$ cat src/rtl/muldiv_pkg.sv
// Shared encodings for the iterative multiply/divide unit: op codes, FSM states, counter sizing.
// No logic; no latency. No backpressure.
// Imported by muldiv_unit.
package muldiv_pkg;

    localparam logic [1:0] MD_MULTU = 2'b00;
    localparam logic [1:0] MD_MULT  = 2'b01;
    localparam logic [1:0] MD_DIVU  = 2'b10;
    localparam logic [1:0] MD_DIV   = 2'b11;

    typedef enum logic [1:0] {
        MD_IDLE  = 2'd0,
        MD_RUN   = 2'd1,
        MD_FIXUP = 2'd2
    } md_state_t;

    localparam int MD_WIDTH = 32;

    // Must hold WIDTH-1 with room to spare, so it never wraps inside RUN.
    function automatic int md_cnt_w(input int width);
        return $clog2(width) + 1;
    endfunction

    localparam int MD_CNT_W = md_cnt_w(MD_WIDTH);

endpackage

$ cat src/rtl/muldiv_negate.sv
// Conditional two's-complement negate; used for operand magnitudes and result sign fixup.
// Purely combinational, zero latency.
// No backpressure.
module muldiv_negate #(
    parameter int W = 32
) (
    input  logic         en,
    input  logic [W-1:0] x,
    output logic [W-1:0] y
);

    assign y = en ? (~x + 1'b1) : x;

endmodule

$ cat src/rtl/muldiv_unit.sv
// MIPS HI/LO multiply/divide unit, one shift-add / restoring shift-subtract step per clock.
// Latency WIDTH+1 edges from the start edge to the done cycle; SIGNED_MULDIV_EN enables signed ops.
// No backpressure: the core stalls on busy; start and MTHI/MTLO are ignored while busy.
module muldiv_unit
    import muldiv_pkg::*;
#(
    parameter int WIDTH = MD_WIDTH
) (
    input  logic             clk,
    input  logic             rst_n,
    input  logic             start,
    input  logic [1:0]       op,
    input  logic [WIDTH-1:0] a,
    input  logic [WIDTH-1:0] b,
    input  logic             mthi_we,
    input  logic             mtlo_we,
    input  logic [WIDTH-1:0] wdata,
    output logic             busy,
    output logic             done,
    output logic [WIDTH-1:0] hi,
    output logic [WIDTH-1:0] lo
);

    localparam int CNT_W = md_cnt_w(WIDTH);

    md_state_t          state;
    logic [CNT_W-1:0]   cnt;
    logic [2*WIDTH-1:0] acc;
    logic [WIDTH-1:0]   opnd;
    logic               is_div;

    logic [WIDTH-1:0]   a_in;
    logic [WIDTH-1:0]   b_in;
    logic [2*WIDTH-1:0] res;

`ifdef SIGNED_MULDIV_EN
    logic               neg_hi;
    logic               neg_lo;
    logic [2*WIDTH-1:0] prod_fix;
    logic [WIDTH-1:0]   hi_fix;
    logic [WIDTH-1:0]   lo_fix;

    muldiv_negate #(.W(WIDTH))   u_neg_a   (.en(op[0] & a[WIDTH-1]), .x(a), .y(a_in));
    muldiv_negate #(.W(WIDTH))   u_neg_b   (.en(op[0] & b[WIDTH-1]), .x(b), .y(b_in));
    muldiv_negate #(.W(2*WIDTH)) u_neg_prd (.en(neg_lo), .x(acc), .y(prod_fix));
    muldiv_negate #(.W(WIDTH))   u_neg_hi  (.en(neg_hi), .x(acc[2*WIDTH-1:WIDTH]), .y(hi_fix));
    muldiv_negate #(.W(WIDTH))   u_neg_lo  (.en(neg_lo), .x(acc[WIDTH-1:0]), .y(lo_fix));

    assign res = is_div ? {hi_fix, lo_fix} : prod_fix;
`else
    logic unused_op0;
    assign unused_op0 = op[0];
    assign a_in       = a;
    assign b_in       = b;
    assign res        = acc;
`endif

    // Multiply: acc = {partial product, remaining multiplier bits}.
    // Divide:   acc = {partial remainder, dividend bits shifting into quotient}.
    logic [WIDTH:0]     mul_sum;
    logic [WIDTH:0]     div_rem;
    logic [WIDTH:0]     div_diff;
    logic [2*WIDTH-1:0] step_nxt;

    always_comb begin
        mul_sum  = {1'b0, acc[2*WIDTH-1:WIDTH]} + (acc[0] ? {1'b0, opnd} : {(WIDTH+1){1'b0}});
        div_rem  = acc[2*WIDTH-1:WIDTH-1];
        div_diff = div_rem - {1'b0, opnd};
        step_nxt = {mul_sum, acc[WIDTH-1:1]};
        if (is_div) begin
            if (div_diff[WIDTH])
                step_nxt = {div_rem[WIDTH-1:0], acc[WIDTH-2:0], 1'b0};
            else
                step_nxt = {div_diff[WIDTH-1:0], acc[WIDTH-2:0], 1'b1};
        end
    end

    assign busy = (state != MD_IDLE);

    always_ff @(posedge clk or negedge rst_n) begin
        if (!rst_n) begin
            state  <= MD_IDLE;
            cnt    <= '0;
            acc    <= '0;
            opnd   <= '0;
            is_div <= 1'b0;
            done   <= 1'b0;
            hi     <= '0;
            lo     <= '0;
`ifdef SIGNED_MULDIV_EN
            neg_hi <= 1'b0;
            neg_lo <= 1'b0;
`endif
        end else begin
            done <= 1'b0;
            case (state)
                MD_IDLE: begin
                    if (mthi_we) hi <= wdata;
                    if (mtlo_we) lo <= wdata;
                    if (start) begin
                        acc    <= {{WIDTH{1'b0}}, a_in};
                        opnd   <= b_in;
                        is_div <= op[1];
                        cnt    <= '0;
                        state  <= MD_RUN;
`ifdef SIGNED_MULDIV_EN
                        // Divide by zero keeps quotient all ones; remainder follows the dividend.
                        neg_hi <= op[0] & (op[1] ? a[WIDTH-1] : (a[WIDTH-1] ^ b[WIDTH-1]));
                        neg_lo <= op[0] & (a[WIDTH-1] ^ b[WIDTH-1]) & (!op[1] || (b != '0));
`endif
                    end
                end
                MD_RUN: begin
                    acc <= step_nxt;
                    cnt <= cnt + 1'b1;
                    if (cnt == CNT_W'(WIDTH-1)) state <= MD_FIXUP;
                end
                MD_FIXUP: begin
                    {hi, lo} <= res;
                    done     <= 1'b1;
                    state    <= MD_IDLE;
                end
                default: state <= MD_IDLE;
            endcase
        end
    end

endmodule

$ cat config.mk
export PLATFORM = sky130hd
export DESIGN_NAME = muldiv_unit
export DESIGN_NICKNAME = d
export VERILOG_FILES = /design/src/rtl/muldiv_pkg.sv /design/src/rtl/muldiv_negate.sv /design/src/rtl/muldiv_unit.sv
export SDC_FILE = /design/constraint.sdc
export NUM_CORES = 1
export LEC_CHECK = 0
export CORE_UTILIZATION = 45
export CTS_CLUSTER_SIZE = 16
export DETAILED_ROUTE_END_ITERATION = 10
export HOLD_SLACK_MARGIN = 0.03
export PLACE_DENSITY = 0.69
export SKIP_LAST_GASP = 1
export SYNTH_ARGS = -nofsm -noshare
export SYNTH_HDL_FRONTEND = slang
export SYNTH_SLANG_ARGS = --single-unit
export TNS_END_PERCENT = 30
$ cat constraint.sdc
create_clock -name clk -period 4.5 [get_ports clk]
set_input_delay 0.45 -clock clk [delete_from_list [all_inputs] [get_ports clk]]
set_output_delay 0.45 -clock clk [all_outputs]
set_load 0.01 [all_outputs]
==> results of run 1 <==
[metal layers]
metal / vias to the layer above / wire length, um
met3: 32 / 2240
met5: - / 0
met1: 5143 / 16300
met2: 387 / 15000
met4: 0 / 479
li1: 5264 / -
[cell families (layout without fill, tap and decap cells)]
logic type	Yosys count	in the layout	share of synthesized area, %
flip-flops	170	170	36.9
multiplexers	23	23	2.04
adder cells (fa/ha/maj)	67	67	7.40
AO/OA/AOI/OAI	500	500	26.7
XOR/XNOR	44	44	3.34
AND/OR/NAND/NOR	468	468	19.3
buffers and inverters	129	273	4.36
[worst max-delay path, stage by stage, from the launching register on]
cell	delay [ps]
dfrtp_1	690
nand2_1	200
inv_1	100
ha_1	240
a211oi_1	350
o211ai_1	170
a21oi_1	440
o21ai_0	320
a21oi_1	320
a31oi_1	250
a21oi_1	340
mux2i_1	130
a221o_1	270
[final cells by class]
class / count / area share, %
Inverter: 53 / 1.41
Sequential cell: 170 / 30.2
Timing Repair Buffer: 189 / 13.0
Tap cell: 330 / 2.93
Multi-Input combinational cell: 1102 / 48.4
Clock buffer: 17 / 3.02
Clock inverter: 14 / 1.08
[placed cells by master (no fill, tap or decap), types with 7 or more instances in the layout]
cell / n
a21o_1: 22
a31oi_1: 40
xor2_1: 18
o21a_1: 14
buf_4: 22
nor2b_1: 75
o21bai_1: 7
a22oi_1: 15
dfrtp_1: 169
a211o_1: 8
nand4_1: 7
o21ai_0: 156
and3_1: 9
or3_1: 8
nand2b_1: 10
mux2i_1: 22
ha_1: 65
o211ai_1: 14
nor2_1: 46
clkbuf_16: 17
a211oi_1: 43
nand2_1: 223
a221o_1: 7
nor3_1: 17
nand3_1: 15
clkdlybuf4s50_1: 166
a21oi_1: 123
inv_1: 53
xnor2_1: 26
and2_1: 41
[stage by stage]
step	utilization, %	total power, mW	worst slack (ps)	std cells	hold WS [ps]
after floorplan	-	7.11	1450	1401	154
final	56.0	10.5	555	1875	110
after detailed placement	53.7	8.94	607	1844	469
after global routing	56.0	11.3	388	1875	198
after global placement	53.7	8.85	649	1844	462
after CTS	56.0	10.5	599	1875	170
[cells in the mapped netlist (9+ instances only)]
cell      count  area [um2]
a22oi_1      15         113
a21o_1       22         165
and3_1        9        56.3
nor2b_1      76         475
xor2_1       18         158
nand2_1     223         837
a211oi_1     43         323
a31oi_1      40         250
o21ai_0     156         781
clkbuf_1     63         236
nor2_1       48         180
ha_1         65         813
inv_1        53         199
nand3_1      15        75.1
dfrtp_1     170        4250
and2_1       42         263
o21a_1       14         105
nor3_1       17        85.1
o21bai_1      9        67.6
o211ai_1     14         105
mux2i_1      22         220
xnor2_1      26         228
a21oi_1     123         616
nand2b_1     11        68.8
[worst max path at each step]
stage / to / cells after the start / slack [ps] / start
6_report: acc[62] / 12 / 550 / acc[0]
5_1_grt: acc[62] / 12 / 390 / acc[0]
4_1_cts: acc[62] / 13 / 600 / acc[31]
3_5_place_dp: acc[62] / 13 / 610 / acc[31]
3_3_place_gp: acc[62] / 13 / 650 / acc[31]
2_1_floorplan: acc[62] / 13 / 1450 / acc[31]
[power groups by stage]
stage | Combinational (mW) | Sequential [mW] | Clock, mW
floorplan | 4.50 | 2.61 | 0
global placement | 6.03 | 2.82 | 0
detailed placement | 6.10 | 2.83 | 0
CTS | 6.15 | 2.81 | 1.51
global route | 6.88 | 2.90 | 1.57
finish | 6.20 | 2.82 | 1.49
[registers in the layout, summed over array words and instances (netlist names)]
register,count
acc,64
hi,32
lo,32
opnd,32
cnt,6
state,2
done,1
is_div,1
==> results.sh, run 1 <==
export IMPL_status="finished clean"
export IMPL_final_setup_skew_ps=17.1
export IMPL_vdd_drop_max_v=0.000297
export IMPL_detail_route_first_pass_iterations=5
export IMPL_diodes=0
export IMPL_grt_pass1_wl_um=54800
export IMPL_post_synth_cell_area_avg_um2=8.24
export IMPL_grt_met3_usage_pct=3.47
export IMPL_fillers=2348
export IMPL_critical_path_endpoint_type="flip-flop"
export IMPL_swShare_pct=45.7
export IMPL_timing_reg2reg_setup_slack_ps=550
export IMPL_worst_ep_required_ps=4820
export IMPL_die_area_mm2=0.0263
export IMPL_cp_data_arrival_time_ps=4260
export IMPL_sequentialPowerShare_pct=26.8
export IMPL_cts_hold_bufs=0
export IMPL_die_height_um=162
export IMPL_post_cts_resized=0
export IMPL_critPathMaxFanout=14
export IMPL_cts_num_sinks=170
export IMPL_routed_wirelength_um=34100
export IMPL_finalSetupTns_ps=0
export IMPL_synth_seq_area_share_pct=36.9
export IMPL_rr_endpoint="acc[62]"
export IMPL_postPlaceCellArea_mm2=0.0135
export IMPL_yosysWarnings=0
export IMPL_globalRouteMet2Util_pct=40.5
export IMPL_pin_count_of_the_biggest_net_entering_global_routing=104
export IMPL_leakagePower_nw=6.18
export IMPL_cts_path_max_buffers=2
export IMPL_synth_cell_types=65
export IMPL_busiest_layer="met2"
export IMPL_post_route_cell_area_mm2=0.0141
export IMPL_numCtsBuffers=17
export IMPL_max_slew_worst_pin_slew_ps=959
export IMPL_floorplan_rows=58
export IMPL_latest_clock_arrival_within_the_worst_skew_pair_ps=440
export IMPL_timing_final_max_slew_violations=0
export IMPL_critical_path_class="reg -> reg"
export IMPL_power_clock_fraction_pct=14.1
export IMPL_critical_path_reg2reg_startpoint="acc[0]"
export IMPL_placeable_area_mm2=0.0252
export IMPL_grt_remaining_overflow=0
export IMPL_drt_first_iter_violations=771
export IMPL_cts_tree="yes"
export IMPL_achievable_frequency_mhz=253
export IMPL_final_seq_area_mm2=0.00426
export IMPL_async_reset_ff_share_pct=100
export IMPL_post_synth_top_flop="dfrtp_1"
export IMPL_initial_utilization_pct=45.8
export IMPL_synth_register_bits=170
export IMPL_area_growth_synth_to_final_pct=22.3
export IMPL_drc_violations_left=0
export IMPL_vias_in_the_first_global_route=10183
export IMPL_wl_per_cell_um=18.2
export IMPL_cells_after_synthesis=1401
export IMPL_gr_usage_all_layers_pct=26.4
export IMPL_netlist_area_mm2=0.0115
export IMPL_htree_num_levels=4
export IMPL_power_share_combinational_pct=59.0
export IMPL_route_detailed_vias_per_inst=5.77
export IMPL_final_layout_net_count=1703
export IMPL_internal_power_mw=5.70
export IMPL_power_switching_mw=4.81
export IMPL_final_min_period_over_clock_period_pct=87.7
export IMPL_post_route_cells_drive_above_1_share_pct=4.53
export IMPL_pin_count=169
export IMPL_number_of_setup_buffers_added_after_cts=0
export IMPL_finalHoldViolations=0
export IMPL_grt_util_met1_pct=39.1
export IMPL_synth_enable_flop_cells=0
export IMPL_worst_hold_path_type="in -> async"
export IMPL_final_min_clock_period_ps=3950
export IMPL_die_x_um=162
export IMPL_vias=10826
export IMPL_antenna_found_initial=0
export IMPL_rr_worst_depth=12
export IMPL_detailed_place_hpwl_um=25300
export IMPL_clock_root_buffer="clkbuf_16"
export IMPL_cts_clock_pin_slew_for_the_worst_setup_and_hold_paths_ps=80
export IMPL_rel_slew_slack_pct=36.0
export IMPL_setup_violations_final=0
export IMPL_multi_input_area_mm2=0.00683
export IMPL_postSynthNetCount=1571
export IMPL_maxCapViolCount=0
export IMPL_power_density_mw_per_mm2=745
export IMPL_antenna_violating_nets_post_route=0
export IMPL_rsz0062_at_grt="false"
export IMPL_cp_start_kind="flip-flop"
export IMPL_port_buffer_count=167
export IMPL_place_gp_congestion=0.914
Note: power is estimated with default switching activity, not from simulation.
==> run 2: changes to the inputs <==
==> constraint.sdc (replaced) <==
create_clock -name clk -period 4.5 [get_ports clk]
set_input_delay 0.9 -clock clk [delete_from_list [all_inputs] [get_ports clk]]
set_output_delay 0.9 -clock clk [all_outputs]
set_load 0.01 [all_outputs]
==> run 2 against run 1 <==
Sequential power about the same. Sequential share of layout area barely moved. Register-to-register slack improved by 120 ps. Core utilization barely moved. Wire length shrank 0.59%. Sequential cell count stayed put. Via count fell by 0.65%. Power shrank 0.51%. Setup slack improved by 120 ps. Clock-buffer cell count up 1. Combinational power hardly changed.
==> results.sh, run 2 (synthesized netlist as in run 1, its figures left out) <==
export IMPL_status="finished clean"
export IMPL_cp_start_kind="flip-flop"
export IMPL_rel_slew_slack_pct=21.8
export IMPL_finish_cell_count_without_fillers=1876
export IMPL_slowest_delay_ps=390
export IMPL_antenna_violating_nets_post_route=0
export IMPL_grt_util_met1_pct=38.2
export IMPL_cts_num_sinks=170
export IMPL_cts_path_max_buffers=2
export IMPL_worst_ep_required_ps=4780
export IMPL_max_slew_worst_pin_slew_ps=1170
export IMPL_rsz0062_at_grt="false"
export IMPL_critical_path_cell_chain="inv_1, ha_1, fa_1, nor2b_1, o211ai_1, a21oi_1, o21ai_0, a21oi_4, mux2i_1, buf_4, nor2_2, buf_4, mux2i_1, o221ai_1"
export IMPL_antenna_found_initial=0
export IMPL_routed_wirelength_um=33900
export IMPL_die_area_mm2=0.0263
export IMPL_diodes=0
export IMPL_latest_clock_arrival_within_the_worst_skew_pair_ps=420
export IMPL_clock_root_buffer="clkbuf_16"
export IMPL_place_gp_congestion=0.911
export IMPL_vias=10756
export IMPL_route_detailed_vias_per_inst=5.73
export IMPL_critPathMaxFanout=11
export IMPL_critical_path_endpoint_type="flip-flop"
export IMPL_post_route_cells_drive_above_1_share_pct=4.53
export IMPL_die_x_um=162
export IMPL_grt_met3_usage_pct=3.29
export IMPL_vdd_drop_max_v=0.000315
export IMPL_final_layout_net_count=1703
export IMPL_timing_final_max_slew_violations=0
export IMPL_post_cts_resized=0
export IMPL_critical_path_n_buffers_inverters=3
export IMPL_timing_critical_path_max_delay_family="compound AO/OA/AOI/OAI gates"
export IMPL_finalSetupTns_ps=0
export IMPL_final_setup_skew_ps=12.1
export IMPL_achievable_frequency_mhz=262
export IMPL_cts_clock_pin_slew_for_the_worst_setup_and_hold_paths_ps=70
export IMPL_postPlaceCellArea_mm2=0.0135
export IMPL_htree_num_levels=4
export IMPL_post_layout_total_power_mw=10.5
export IMPL_post_route_cell_area_mm2=0.0141
export IMPL_largest_reg_flops=64
export IMPL_vias_in_the_first_global_route=10185
export IMPL_detail_route_first_pass_iterations=5
export IMPL_worst_hold_path_type="reg -> reg"
export IMPL_floorplan_rows=58
export IMPL_setup_violations_final=0
export IMPL_pin_count=169
export IMPL_cp_data_arrival_time_ps=4100
export IMPL_final_min_period_over_clock_period_pct=84.9
export IMPL_area_growth_synth_to_final_pct=22.3
export IMPL_busiest_layer="met2"
export IMPL_grt_pass1_wl_um=54300
export IMPL_fillers=2333
export IMPL_drc_violations_left=0
export IMPL_gr_usage_all_layers_pct=26.3
export IMPL_number_of_setup_buffers_added_after_cts=0
export IMPL_port_buffer_count=167
export IMPL_drt_first_iter_violations=933
export IMPL_final_core_util_pct=56.0
export IMPL_pin_count_of_the_biggest_net_entering_global_routing=86
export IMPL_detailedPlace_worstSlack_ps=694
export IMPL_place_detailed_instances=1844
export IMPL_final_common_cell="nand2_1"
export IMPL_final_min_clock_period_ps=3820
export IMPL_placeable_area_mm2=0.0252
export IMPL_maxCapViolCount=0
export IMPL_cts_tree="yes"
export IMPL_numCtsBuffers=17
export IMPL_cts_hold_bufs=0
export IMPL_detailed_place_hpwl_um=25500
export IMPL_final_ws_setup_ps=679
export IMPL_regMostFlops="acc"
export IMPL_globalRouteMet2Util_pct=41.3
export IMPL_power_density_mw_per_mm2=741
export IMPL_critical_path_class="reg -> reg"
export IMPL_die_height_um=162
export IMPL_grt_remaining_overflow=0
export IMPL_initial_utilization_pct=45.8
export IMPL_critPathSlowestCell="dfrtp_1"
export IMPL_hold_worst_slack_ps=481
export IMPL_mostFrequentLayoutCells="nand2_1 (223), dfrtp_1 (169), clkdlybuf4s50_1 (166), o21ai_0 (156), a21oi_1 (123)"
export IMPL_leakagePower_nw=6.19
export IMPL_wl_per_cell_um=18.1
export IMPL_finalHoldViolations=0
run 2: cell types whose count changed in the layout (fill, tap and decap cells not counted), sizes merged:
cell | before | now
clkinv | 0 | 3
clkinvlp | 3 | 1
bufinv | 1 | 0
clkbuf | 17 | 18
run 2: where the power goes:
part           leakage [nW]  internal [mW]  total, mW  switching (mW)
clock network         0.282          0.746       1.46           0.716
registers              2.09           2.12       2.79           0.674
logic                  3.82           2.79       6.20            3.41
run 2: worst paths after layout:
kind / from / endpoint / slack (ps) / depth (start not counted)
setup / recovery: acc[31] / acc[47] / 680 / 14
hold / removal: lo[16] / lo[16] / 480 / 2
setup reg to reg: acc[31] / acc[47] / 680 / 14
hold reg to reg: lo[16] / lo[16] / 480 / 2
max in group asynchronous: rst_n / lo[12] / 2960 / 2
min in group asynchronous: rst_n / lo[5] / 520 / 1
run 2: layout make-up:
cell class / instances / area (um2) / share of cell area (%)
flip-flops and latches: 170 / 4260 / 30.2
inverters: 53 / 199 / 1.41
repair buffers: 189 / 1850 / 13.1
clock inverters: 14 / 146 / 1.04
multi-input cells: 1102 / 6820 / 48.3
well taps: 330 / 413 / 2.93
clock buffers: 18 / 429 / 3.04
run 2: routing by layer:
metal / wire length, um / part of all wire, %
met1: 16100 / 48
met2: 15100 / 45
met3: 2190 / 6.5
met4: 506 / 1.5
met5: 0 / 0
run 2: worst register-to-register path: cells and delay by family, from the launching register on:
kind	cells	cell delay (ps)
flops	1	390
buf+inv	3	610
mux	2	340
compound gates	5	1090
fa+ha+maj	2	640
simple gates	2	600
==> run 3: changes to the inputs <==
PLACE_DENSITY = 0.72   (was 0.69)
clock period = 3.23 ns   (was 4.5 ns; I/O delays follow)
==> run 3 against run 2 <==
Critical path depth decreased by 1. First-iteration DRC count decreased by 10%. Final cell count increased by 4.0%. Wire length increased by 4.0%. Die area unchanged. Clock skew decreased by 1.1 ps. Non-clock buffer count increased by 76. Register-to-register slack got worse by 660 ps. Power increased by 51%. Cell area increased by 5.1%. Fmax increased by 19%.
==> results.sh, run 3 (synthesized netlist as in run 1, its figures left out) <==
export IMPL_status="finished clean"
export IMPL_path_depth=13
export IMPL_power_density_mw_per_mm2=1060
export IMPL_critical_path_cell_chain="buf_4, ha_4, fa_2, nor2b_4, o211ai_1, buf_4, a21boi_1, a211o_1, a221o_1, a211o_1, a21oi_1, xnor2_1, a221o_1"
export IMPL_vias=11171
export IMPL_initial_utilization_pct=45.8
export IMPL_pin_count=169
export IMPL_detail_route_first_pass_iterations=6
export IMPL_rr_worst_depth=13
export IMPL_post_layout_total_power_mw=15.8
export IMPL_routed_wirelength_um=35200
export IMPL_finish_cell_count_without_fillers=1951
export IMPL_mostFrequentLayoutCells="nand2_1 (223), dfrtp_1 (168), clkdlybuf4s50_1 (166), o21ai_0 (151), a21oi_1 (119)"
export IMPL_die_x_um=162
export IMPL_vias_in_the_first_global_route=10550
export IMPL_grt_remaining_overflow=0
export IMPL_diodes=0
export IMPL_grt_pass1_wl_um=56000
export IMPL_final_core_util_pct=58.9
export IMPL_antenna_found_initial=0
export IMPL_place_detailed_instances=1919
export IMPL_timing_critical_path_max_delay_family="compound AO/OA/AOI/OAI gates"
export IMPL_cts_path_max_buffers=2
export IMPL_place_gp_congestion=0.902
export IMPL_cts_num_sinks=170
export IMPL_detailed_place_hpwl_um=26600
export IMPL_final_common_cell="nand2_1"
export IMPL_busiest_layer="met2"
export IMPL_multi_input_area_mm2=0.00692
export IMPL_critPathSlowestCell="dfrtp_1"
export IMPL_slowest_delay_ps=370
export IMPL_worst_hold_path_type="in -> async"
export IMPL_cts_hold_bufs=0
export IMPL_final_ws_setup_ps=17.7
export IMPL_cp_data_arrival_time_ps=3540
export IMPL_maxCapViolCount=0
export IMPL_antenna_violating_nets_post_route=0
export IMPL_htree_num_levels=4
export IMPL_area_growth_synth_to_final_pct=28.6
export IMPL_grt_util_met1_pct=38.9
export IMPL_detailedPlace_worstSlack_ps=-152
export IMPL_cts_tree="yes"
export IMPL_worst_ep_required_ps=3550
export IMPL_finalHoldViolations=0
export IMPL_timing_final_max_slew_violations=0
export IMPL_die_height_um=162
export IMPL_leakagePower_nw=6.59
export IMPL_largest_reg_flops=64
export IMPL_latest_clock_arrival_within_the_worst_skew_pair_ps=440
export IMPL_achievable_frequency_mhz=311
export IMPL_critical_path_class="reg -> reg"
export IMPL_placeable_area_mm2=0.0252
export IMPL_gr_usage_all_layers_pct=27.1
export IMPL_regMostFlops="acc"
export IMPL_drt_first_iter_violations=837
export IMPL_setup_violations_final=0
export IMPL_final_min_clock_period_ps=3210
export IMPL_critical_path_n_buffers_inverters=2
export IMPL_fillers=2249
export IMPL_worstSetupStartpoint="opnd[0]"
export IMPL_post_route_cells_drive_above_1_share_pct=10.4
export IMPL_numCtsBuffers=17
export IMPL_pin_count_of_the_biggest_net_entering_global_routing=64
export IMPL_cts_clock_pin_slew_for_the_worst_setup_and_hold_paths_ps=80
export IMPL_route_detailed_vias_per_inst=5.73
export IMPL_cp_start_kind="flip-flop"
export IMPL_rsz0062_at_grt="true"
export IMPL_clock_root_buffer="clkbuf_16"
export IMPL_critPathMaxFanout=3
export IMPL_critical_path_endpoint_type="flip-flop"
export IMPL_drc_violations_left=0
export IMPL_globalRouteMet2Util_pct=43.6
export IMPL_wl_per_cell_um=18.1
export IMPL_vdd_drop_max_v=0.000530
export IMPL_final_setup_skew_ps=11.0
export IMPL_critical_path_reg2reg_startpoint="opnd[0]"
export IMPL_grt_met3_usage_pct=3.04
export IMPL_die_area_mm2=0.0263
export IMPL_floorplan_rows=58
export IMPL_final_seq_area_mm2=0.00426
export IMPL_rel_slew_slack_pct=50.2
export IMPL_max_slew_worst_pin_slew_ps=747
export IMPL_final_min_period_over_clock_period_pct=99.5
export IMPL_port_buffer_count=167
export IMPL_final_layout_net_count=1779
-- run 3: cell count changes in the layout (fill, tap and decap cells not counted), sizes merged --
cell    before  now
buf         23   99
clkbuf      18   17
clkinv       3    4
inv         63   62
-- run 3: worst paths after layout --
check	end	slack, ps
setup reg to reg	acc[50]	20
min in group clk	lo[13]	480
max in group asynchronous	hi[24]	2170
hold reg to reg	lo[13]	480
setup / recovery	acc[50]	20
hold / removal	acc[8]	180
-- run 3: worst reg2reg max path, stage by stage, from the launching register on --
cell,delay (ps)
dfrtp_1,370
buf_4,140
ha_4,150
fa_2,230
nor2b_4,50
o211ai_1,340
buf_4,190
a21boi_1,100
a211o_1,310
a221o_1,340
a211o_1,310
a21oi_1,190
xnor2_1,100
a221o_1,290
-- run 3: metrics by stage --
| step | setup TNS (ps) | hold slack (ps) | area, um2 |
|---|---|---|---|
| 2_1_floorplan | 0 | 350 | 11500 |
| 3_3_place_gp | -438 | 461 | 14100 |
| 3_5_place_dp | -1310 | 470 | 14100 |
| 4_1_cts | -12.5 | 208 | 14700 |
| 5_1_grt | -379 | 225 | 14800 |
| 6_report | 0 | 179 | 14800 |
-- run 3: repair_timing --
| action | 4_1_cts | 5_1_grt |
|---|---|---|
| hold endpoints to repair | 0 | 0 |
| setup buffers | 0 | 1 |
| endpoints found under the setup margin | 23 | 32 |
| pin swaps | 0 | 7 |
| gates resized for setup | 4 | 31 |
-- run 3: power breakdown --
part	internal [mW]	switching, mW	total (mW)
Clock	1.03	1.03	2.06
Combinational	4.63	5.39	10.0
Sequential	2.95	0.729	3.68
-- run 3: layout make-up --
cell class	count	area share [%]
multi-input cells	1102	46.6
flip-flops and latches	170	28.7
clock buffers	17	2.87
inverters	53	1.34
clock inverters	14	1.00
repair buffers	265	16.7
well taps	330	2.78
-- run 3: per-layer routing --
layer | vias to the layer above | routed length, um
li1 | 5429 | -
met2 | 375 | 16100
met4 | 0 | 454
met3 | 32 | 2180
met1 | 5335 | 16500
met5 | - | 0
